File: src/rtl/branch_resolve_unit.sv
// Branch resolution: flags mispredictions and queues BHT/BTB training (BRANCH_RESOLVE_STAT_EN adds counters).
// Latency: recovery redirect and queued update both visible 1 cycle after accept.
// Backpressure: resolveReady drops while the update queue is full; updates drain on updValid && updReady.

package branchResolvePkg;
   localparam int ADDR_WIDTH = 32;

   typedef struct packed {
      logic                  isNextPcPredicted;
      logic [ADDR_WIDTH-1:0] predictedNextPC;
      logic                  isBranchTakenPredicted;
   } BranchPredict;

   typedef struct packed {
      logic [ADDR_WIDTH-1:0] pc;
      logic                  taken;
      logic                  btbWrite;
      logic [ADDR_WIDTH-1:0] target;
   } UpdEntry;
endpackage

// Generic circular FIFO with registered occupancy; full never depends on a same-cycle read.
module syncFifo #(
   parameter int DEPTH = 4,
   parameter int WIDTH = 8
) (
   input  logic             clk,
   input  logic             rst,
   input  logic             wrValid,
   input  logic [WIDTH-1:0] wrData,
   input  logic             rdReady,
   output logic             rdValid,
   output logic [WIDTH-1:0] rdData,
   output logic             full
);
   localparam int PW = $clog2(DEPTH);
   localparam int CW = $clog2(DEPTH + 1);
   localparam logic [CW-1:0] FULL_COUNT = CW'(DEPTH);

   logic [WIDTH-1:0] mem [DEPTH];
   logic [PW-1:0]    wrPtr;
   logic [PW-1:0]    rdPtr;
   logic [CW-1:0]    count;
   logic             wrEn;
   logic             rdEn;

   assign full    = (count == FULL_COUNT);
   assign rdValid = (count != '0);
   assign rdData  = mem[rdPtr];
   assign wrEn    = wrValid && !full;
   assign rdEn    = rdReady && rdValid;

   always_ff @(posedge clk) begin
      if (wrEn) begin
         mem[wrPtr] <= wrData;
      end
   end

   always_ff @(posedge clk) begin
      if (!rst) begin
         wrPtr <= '0;
         rdPtr <= '0;
         count <= '0;
      end else begin
         if (wrEn) begin
            wrPtr <= wrPtr + 1'b1;
         end
         if (rdEn) begin
            rdPtr <= rdPtr + 1'b1;
         end
         unique case ({wrEn, rdEn})
            2'b10:   count <= count + 1'b1;
            2'b01:   count <= count - 1'b1;
            default: count <= count;
         endcase
      end
   end
endmodule

module branch_resolve_unit
   import branchResolvePkg::*;
#(
   parameter int UPDATE_QUEUE_DEPTH = 4
) (
   input  logic                  clk,
   input  logic                  rst,
   input  logic                  resolveValid,
   output logic                  resolveReady,
   input  logic [ADDR_WIDTH-1:0] resolvePc,
   input  logic                  resolveIsBranch,
   input  logic                  resolveTaken,
   input  logic [ADDR_WIDTH-1:0] resolveTarget,
   input  BranchPredict          resolvePredict,
   output logic                  recoverValid,
   output logic [ADDR_WIDTH-1:0] recoverPc,
   output logic                  updValid,
   input  logic                  updReady,
   output logic [ADDR_WIDTH-1:0] updPc,
   output logic                  updTaken,
   output logic                  updBtbWrite,
   output logic [ADDR_WIDTH-1:0] updTarget
`ifdef BRANCH_RESOLVE_STAT_EN
   ,
   output logic [31:0]           statBranchCount,
   output logic [31:0]           statMispredictCount
`endif
);
   UpdEntry               enqEntry;
   UpdEntry               headEntry;
   logic                  headValid;
   logic                  queueFull;
   logic                  branchAccept;
   logic                  targetHit;
   logic                  mispredict;
   logic [ADDR_WIDTH-1:0] redirectPc;

   assign resolveReady = !queueFull;
   assign branchAccept = resolveValid && resolveReady && resolveIsBranch;

   // A taken branch only counts as correctly predicted when fetch also had the right target.
   assign targetHit  = resolvePredict.isBranchTakenPredicted && resolvePredict.isNextPcPredicted
                       && (resolvePredict.predictedNextPC == resolveTarget);
   assign mispredict = resolveTaken ? !targetHit : resolvePredict.isBranchTakenPredicted;
   assign redirectPc = resolveTaken ? resolveTarget : resolvePc + ADDR_WIDTH'(4);

   always_comb begin
      enqEntry          = '0;
      enqEntry.pc       = resolvePc;
      enqEntry.taken    = resolveTaken;
      enqEntry.btbWrite = resolveTaken && !targetHit;
      enqEntry.target   = resolveTarget;
   end

   syncFifo #(
      .DEPTH (UPDATE_QUEUE_DEPTH),
      .WIDTH ($bits(UpdEntry))
   ) updQueue (
      .clk     (clk),
      .rst     (rst),
      .wrValid (branchAccept),
      .wrData  (enqEntry),
      .rdReady (updReady),
      .rdValid (headValid),
      .rdData  (headEntry),
      .full    (queueFull)
   );

   assign updValid    = headValid;
   assign updPc       = headValid ? headEntry.pc : '0;
   assign updTaken    = headValid && headEntry.taken;
   assign updBtbWrite = headValid && headEntry.btbWrite;
   assign updTarget   = headValid ? headEntry.target : '0;

   always_ff @(posedge clk) begin
      if (!rst) begin
         recoverValid <= 1'b0;
         recoverPc    <= '0;
      end else begin
         recoverValid <= branchAccept && mispredict;
         if (branchAccept && mispredict) begin
            recoverPc <= redirectPc;
         end
      end
   end

`ifdef BRANCH_RESOLVE_STAT_EN
   always_ff @(posedge clk) begin
      if (!rst) begin
         statBranchCount     <= '0;
         statMispredictCount <= '0;
      end else begin
         if (branchAccept) begin
            statBranchCount <= statBranchCount + 32'd1;
         end
         if (branchAccept && mispredict) begin
            statMispredictCount <= statMispredictCount + 32'd1;
         end
      end
   end
`else
   // No statistics hardware in this build.
`endif
endmodule

File: config.mk
export PLATFORM = sky130hd
export DESIGN_NAME = branch_resolve_unit
export DESIGN_NICKNAME = d
export VERILOG_FILES = /design/src/rtl/branch_resolve_unit.sv
export SDC_FILE = /design/constraint.sdc
export NUM_CORES = 1
export LEC_CHECK = 0
export ABC_CLOCK_PERIOD_IN_PS = 2800
export BUFFER_PORTS_ARGS = -buffer_cell sky130_fd_sc_hd__buf_2
export CELL_PAD_IN_SITES_DETAIL_PLACEMENT = 1
export CELL_PAD_IN_SITES_GLOBAL_PLACEMENT = 1
export CORE_MARGIN = 2
export CORE_UTILIZATION = 40
export CTS_BUF_LIST = sky130_fd_sc_hd__clkbuf_2 sky130_fd_sc_hd__clkbuf_4 sky130_fd_sc_hd__clkbuf_8
export DETAILED_ROUTE_END_ITERATION = 10
export GPL_TIMING_DRIVEN = 1
export PLACE_DENSITY = 0.79
export SLEW_MARGIN = 20
export SYNTH_ARGS = -nofsm -noshare
export SYNTH_HDL_FRONTEND = slang
export SYNTH_SLANG_ARGS = --single-unit
File: constraint.sdc
create_clock -name clk -period 2.8 [get_ports clk]
set_input_delay 0.42 -clock clk [delete_from_list [all_inputs] [get_ports clk]]
set_output_delay 0.42 -clock clk [all_outputs]
set_load 0.005 [all_outputs]
==> metrics, run 1 <==
dominant cell type by area after synthesis edfxtp_1; Slew Viols, Final 0; initial antenna violation count 2; Die Wd approximately 180 um; Reg power frac 0.419; Final HPWL DP about 24 mm; Synth area leaders edfxtp_1 (61%), mux4_2 (11%), dfxtp_1 (6.5%); sequential share of the synthesized area 0.674; Synth Flop Type edfxtp_1; total grt overflow 0; xor and xnor area share after synthesis 0.0438; compound-cell area share of the yosys netlist 0.0227; row count 66; starting density of the core 0.403; Pleak ~5.8 nW; Post-synth EDFFs around 260; Max IR drop VDD ~0.41 mV; Hold Path Stages 1; CTS H-Tree Depth 2; Port Buffers 204; RSZ-0062 raised after global routing no; Crit path arrival time between 2 and 2.5 ns; flops & latches, synth between 300 and 400; PD cells ~800 mW/mm^2; Fin Hold WS 0.109 ns; routability cong. between 0.7 and 0.8; Simple-Gate Fraction of Synth Area 0.0995; placed cell area ~0.015 mm^2; status finished clean; max-cap viol count 0; Worst Setup End Kind output port; Total Routed Length 35.6 mm; Comb pwr share 0.253; Tcrit/Tclk final 0.924; cell-internal power 9.14 mW; die area between 0.03 and 0.04 mm^2; final setup fails 0; Yosys warning total 0; maximum clock rate ~390 MHz; largest family of logic cells by synthesized area multiplexers; min cycle time layout 2.59 ns; Die Y-Extent about 180 um; largest net degree at the start of global routing 47; number of distinct library cells after synthesis 46; Root Driver clkbuf_8; startpoint type of the worst setup path flip-flop; Worst Tran Pin Value roughly 0.62 ns; final core utilization 0.491; worst-case reg-to-reg path depth 10; gr usage total 0.212; clock-pin slew on the worst setup and hold paths approximately 0.06 ns; final hold violations 0; setup TNS 0 ns; Finished Cell Area 0.0158 mm^2; Slew headroom 0.587; fillers 3164; top post-synthesis cells by count edfxtp_1 (264), and2_1 (72), mux4_2 (66); first-pass detailed-route iteration total 4; total power 12.6 mW; Vias approximately 8000; TritonCTS clock tree built; clk_lat worst skew approximately 0.57 ns; crit-path max FO 11; cell area after synthesis 0.0130 mm^2; CTS Sinks approximately 310; Sw Ratio 0.275; Layout Skew about 0.020 ns; Net Count, Synth between 900 and 1000; area delta synth->final 21.9%; vias in the first global route around 8400; Switching Power 3.48 mW; Synth Instances around 800; worst hold path class in2reg; Longest Clk Path Bufs 3; Synth top area share 0.610; Req. time, crit path 2.38 ns; fraction of final layout cells sized beyond drive strength 1 0.376; core area ~0.032 mm^2; clock power share 0.328; most frequent cell after synthesis edfxtp_1; DRC 0; post-synthesis adder-cell area fraction 0.00731; DR WL/cell 23.3 um; multiplexer area fraction after synthesis 0.134; Mapped Avg Cell Area ~16 um^2; via/cell ratio 5.22; Post-DRT Antenna Nets 0; CP Class reg2out; initial DRC count slightly above 500; I/O pins between 200 and 250; fraction of registers with async set/reset 0; first-pass GRT wire length approximately 53 mm; TritonCTS Buffers ~50; # nets final 1154
-- state kept, by name (all words and copies together) (netlist names), named ones only --
register / cells
updQueue.count: 3
updQueue.rdPtr: 2
updQueue.wrPtr: 2
updQueue.mem: 264
recoverValid: 1
recoverPc: 32
-- final timing paths --
| check | start | endpoint | slack (ns) |
|---|---|---|---|
| setup / recovery | flip-flop | updPc[11] | 0.21 |
| hold reg to reg | recoverPc[17] | recoverPc[17] | 0.47 |
| setup reg to reg | updQueue.count[1] | updQueue.count[2] | 0.38 |
| hold / removal | resolvePc[31] | updQueue.mem[1][65] | 0.11 |
-- cell families after synthesis --
logic type,Yosys count
mux,91
simple gates,232
buf+inv,57
flops,306
xor+xnor,65
fa+ha+maj,7
compound gates,44
-- stage by stage --
stage          setup WS [ns]  instances
2_1_floorplan          0.490        802
3_3_place_gp           0.241       1429
3_5_place_dp           0.121       1429
4_1_cts                0.167       1526
5_1_grt               0.0950       1527
6_report               0.213       1528
-- layout make-up --
cell class	instances	area, um^2	share of cell area
Multi-Input combinational cell	439	4000	0.252
Timing Repair Buffer	231	1370	0.0867
Sequential cell	306	8780	0.554
Clock inverter	14	130	0.00821
Inverter	14	52.6	0.00332
Clock buffer	80	957	0.0604
Tap cell	442	553	0.0349
Antenna cell	2	5.00	0.000316
-- worst max-delay path, stage by stage, from the launching register on --
cell	delay, ns
dfxtp_4	0.37
buf_12	0.12
buf_4	0.25
mux4_2	0.55
and2_1	0.18
buf_2	0.12
-- power by group through the flow --
stage                     clock (mW)  combinational [mW]  sequential, mW
final                           4.14                3.19            5.29
after global placement             0                3.05            5.44
after global routing            4.43                3.50            5.30
after floorplan                    0                1.83            5.33
after CTS                       4.24                3.27            5.29
after detailed placement           0                3.10            5.45
-- cells in the final DEF (no fill, tap or decap), drive strengths merged, types with 20 or more instances in the layout --
cell and count:
nand2 56, mux2i 25, mux4 66, buf 231, xnor2 44, clkbuf 80
edfxtp 264, dfxtp 42, nand2b 20, xor2 21, and2 72
-- repair_timing --
action | 4_1_cts | 5_1_grt
buffers inserted | 3 | 0
hold buffers | 0 | 0
gates resized for setup | 0 | 0
setup endpoints to repair | 12 | 0
-- metal layers --
| metal | vias up | wire length (um) | GRT usage |
|---|---|---|---|
| li1 | 3551 | - | - |
| met5 | - | 0 | 0 |
| met4 | 0 | 962 | 0.0714 |
| met1 | 4083 | 15000 | 0.284 |
| met3 | 57 | 2300 | 0.0462 |
| met2 | 284 | 17300 | 0.344 |
(Power assumes the default switching activity.)
==> inputs of run 2 (changes only) <==
--- a/config.mk
+++ b/config.mk
@@ -7,14 +7,12 @@
 export LEC_CHECK = 0
 export ABC_CLOCK_PERIOD_IN_PS = 2800
 export BUFFER_PORTS_ARGS = -buffer_cell sky130_fd_sc_hd__buf_2
-export CELL_PAD_IN_SITES_DETAIL_PLACEMENT = 1
-export CELL_PAD_IN_SITES_GLOBAL_PLACEMENT = 1
 export CORE_MARGIN = 2
 export CORE_UTILIZATION = 40
 export CTS_BUF_LIST = sky130_fd_sc_hd__clkbuf_2 sky130_fd_sc_hd__clkbuf_4 sky130_fd_sc_hd__clkbuf_8
 export DETAILED_ROUTE_END_ITERATION = 10
 export GPL_TIMING_DRIVEN = 1
-export PLACE_DENSITY = 0.79
+export PLACE_DENSITY = 0.69
 export SLEW_MARGIN = 20
 export SYNTH_ARGS = -nofsm -noshare
 export SYNTH_HDL_FRONTEND = slang
==> run 2 against run 1 <==
Compared with the run above:
- combinational power decreased by 3%
- clock power is 1% lower
- worst hold slack worse by 0.013 ns
- largest power group unchanged
- power decreased by 1.2%
- routed wire length fell by 7.5%
- utilization shrank 0.10 points
- count of clock-buffer cells in the layout is 13 lower
- clock skew rose by 0.0082 ns
- via count fell by 1.6%
- largest cell class unchanged
- critical path depth decreased by 1
- first-iteration DRC count increased by 17%
- die area stayed put
- highest routed layer is now met5
==> metrics, run 2 (same netlist as run 1, synthesis figures left out) <==
final setup fails 0; TritonCTS Buffers 51; core area ~0.032 mm^2; fillers between 2000 and 3000; reg2reg start updQueue.count[1]; Die Y-Extent 184 um; Die Wd approximately 180 um; R2R setup slack 0.65 ns; CTS H-Tree Depth 2; total power approximately 12 mW; max-cap viol count 0; final hold violations 0; TritonCTS clock tree built; initial antenna violation count 2; total grt overflow 0; non-filler cells, final about 1500; first-pass detailed-route iteration total 5; via/cell ratio 5.13; placed cells ~1400; vias in the first global route around 8000; starting density of the core 0.403; maximum clock rate roughly 390 MHz; clock-pin slew on the worst setup and hold paths about 0.060 ns; Post-DRT Antenna Nets 0; Largest Register updQueue.mem; routability cong. around 0.8; crit-path max FO 25; Worst Setup End Kind output port; Max IR drop VDD about 0.40 mV; Tcrit/Tclk final 0.918; highest-delay cell along the critical path mux4_2; Vias around 8000; worst hold path class in2reg; Slew headroom 0.564; Pleak a little under 6 nW; status finished clean; max reg flops approximately 260; largest registers updQueue.mem x264, recoverPc x32, updQueue.count x3; CP Capture Point updPc[7]; Longest Clk Path Bufs 3; Root Driver clkbuf_8; Layout Skew roughly 0.028 ns; worst-case reg-to-reg path depth 10; RR Endpoint updQueue.count[2]; row count 66; Final HPWL DP 22.5 mm; most frequent cells in the layout edfxtp_1 (264), buf_2 (204), and2_1 (68); Post-CTS Hold Buffers 0; Port Buffers between 200 and 250; first-pass GRT wire length 48.4 mm; # nets final 1155; Placement Setup Slack 0.130 ns; initial DRC count 600; min cycle time layout approximately 2.6 ns; die area about 0.034 mm^2; CTS Sinks 306; setup TNS 0 ns; Worst path max stage delay 0.56 ns; Slew Viols, Final 0; clk_lat worst skew roughly 0.58 ns; I/O pins ~210; Total Routed Length about 33 mm; crit path cell chain buf_12 > mux4_2 > and2_1 > buf_2; startpoint type of the worst setup path flip-flop; DRC 0; PD cells approximately 800 mW/mm^2; DR WL/cell approximately 22 um; largest net degree at the start of global routing slightly below 60; gr usage total 0.195; Worst Tran Pin Value 0.647 ns; Setup WS post-layout approximately 0.23 ns; CP Class reg2out; RSZ-0062 raised after global routing no; commonest non-fill, non-tap cell in the layout edfxtp_1; area delta synth->final 21.7%; Req. time, crit path about 2.4 ns; Crit path arrival time roughly 2.2 ns; fraction of final layout cells sized beyond drive strength 1 0.363
## run 2: changes by cell type in the layout (fill, tap and decap cells not counted), sizes merged
cell      before  now
buf          231  232
bufinv         2    4
clkbuf        80   67
clkinv         9   22
clkinvlp       3    1
## run 2: layout make-up
cell class / count / area [um^2] / share of cell area
clock inverters: 27 / 221 / 0.0140
multi-input cells: 439 / 4000 / 0.253
well taps: 442 / 553 / 0.0350
diodes: 2 / 5.00 / 0.000316
repair buffers: 232 / 1370 / 0.0865
clock buffers: 67 / 841 / 0.0532
inverters: 14 / 52.6 / 0.00332
flip-flops and latches: 306 / 8770 / 0.555
## run 2: worst min path at each step
| stage | cells after the start | start | slack, ns | to |
|---|---|---|---|---|
| global route | 1 | resolvePc[1] | 0.07 | updQueue.mem[1][35] |
| global placement | 2 | recoverPc[25] | 0.44 | recoverPc[25] |
| finish | 1 | resolvePc[1] | 0.1 | updQueue.mem[1][35] |
| floorplan | 2 | recoverPc[11] | 0.44 | recoverPc[11] |
| detailed placement | 2 | recoverPc[27] | 0.45 | recoverPc[27] |
| CTS | 1 | resolvePc[1] | 0.06 | updQueue.mem[1][35] |
## run 2: critical path, delay by kind of cell (launching register included)
family | cells | cell delay (ns)
buffers and inverters | 2 | 0.38
and+or+nand+nor | 1 | 0.17
DFF | 1 | 0.44
muxes | 1 | 0.56
## run 2: metal layers
| layer | up-vias | GRT usage | routed length, um |
|---|---|---|---|
| met3 | 50 | 0.0441 | 2070 |
| met2 | 268 | 0.318 | 16100 |
| met4 | 2 | 0.0621 | 690 |
| li1 | 3546 | - | - |
| met5 | - | 0 | 18 |
| met1 | 3983 | 0.261 | 14000 |
## run 2: metrics by stage
stage                     hold WS, ns   util  cell area [um^2]
after floorplan                 0.445      -             13000
after global routing           0.0685  0.490             15800
final                          0.0960  0.490             15800
after detailed placement        0.450  0.456             14700
after global placement          0.443  0.456             14700
after CTS                      0.0606  0.489             15800
## run 2: report_power, final
group | leakage, nW | internal [mW] | total [mW] | switching [mW]
registers | 2.74 | 5.18 | 5.28 | 0.109
clock network | 0.554 | 2.33 | 4.09 | 1.76
logic | 2.47 | 1.56 | 3.10 | 1.54
total | 5.76 | 9.07 | 12.5 | 3.40
## run 2: repair_timing
item	CTS	global route
endpoints found under the setup margin	0	31
gates resized for setup	0	0
setup buffers	0	4
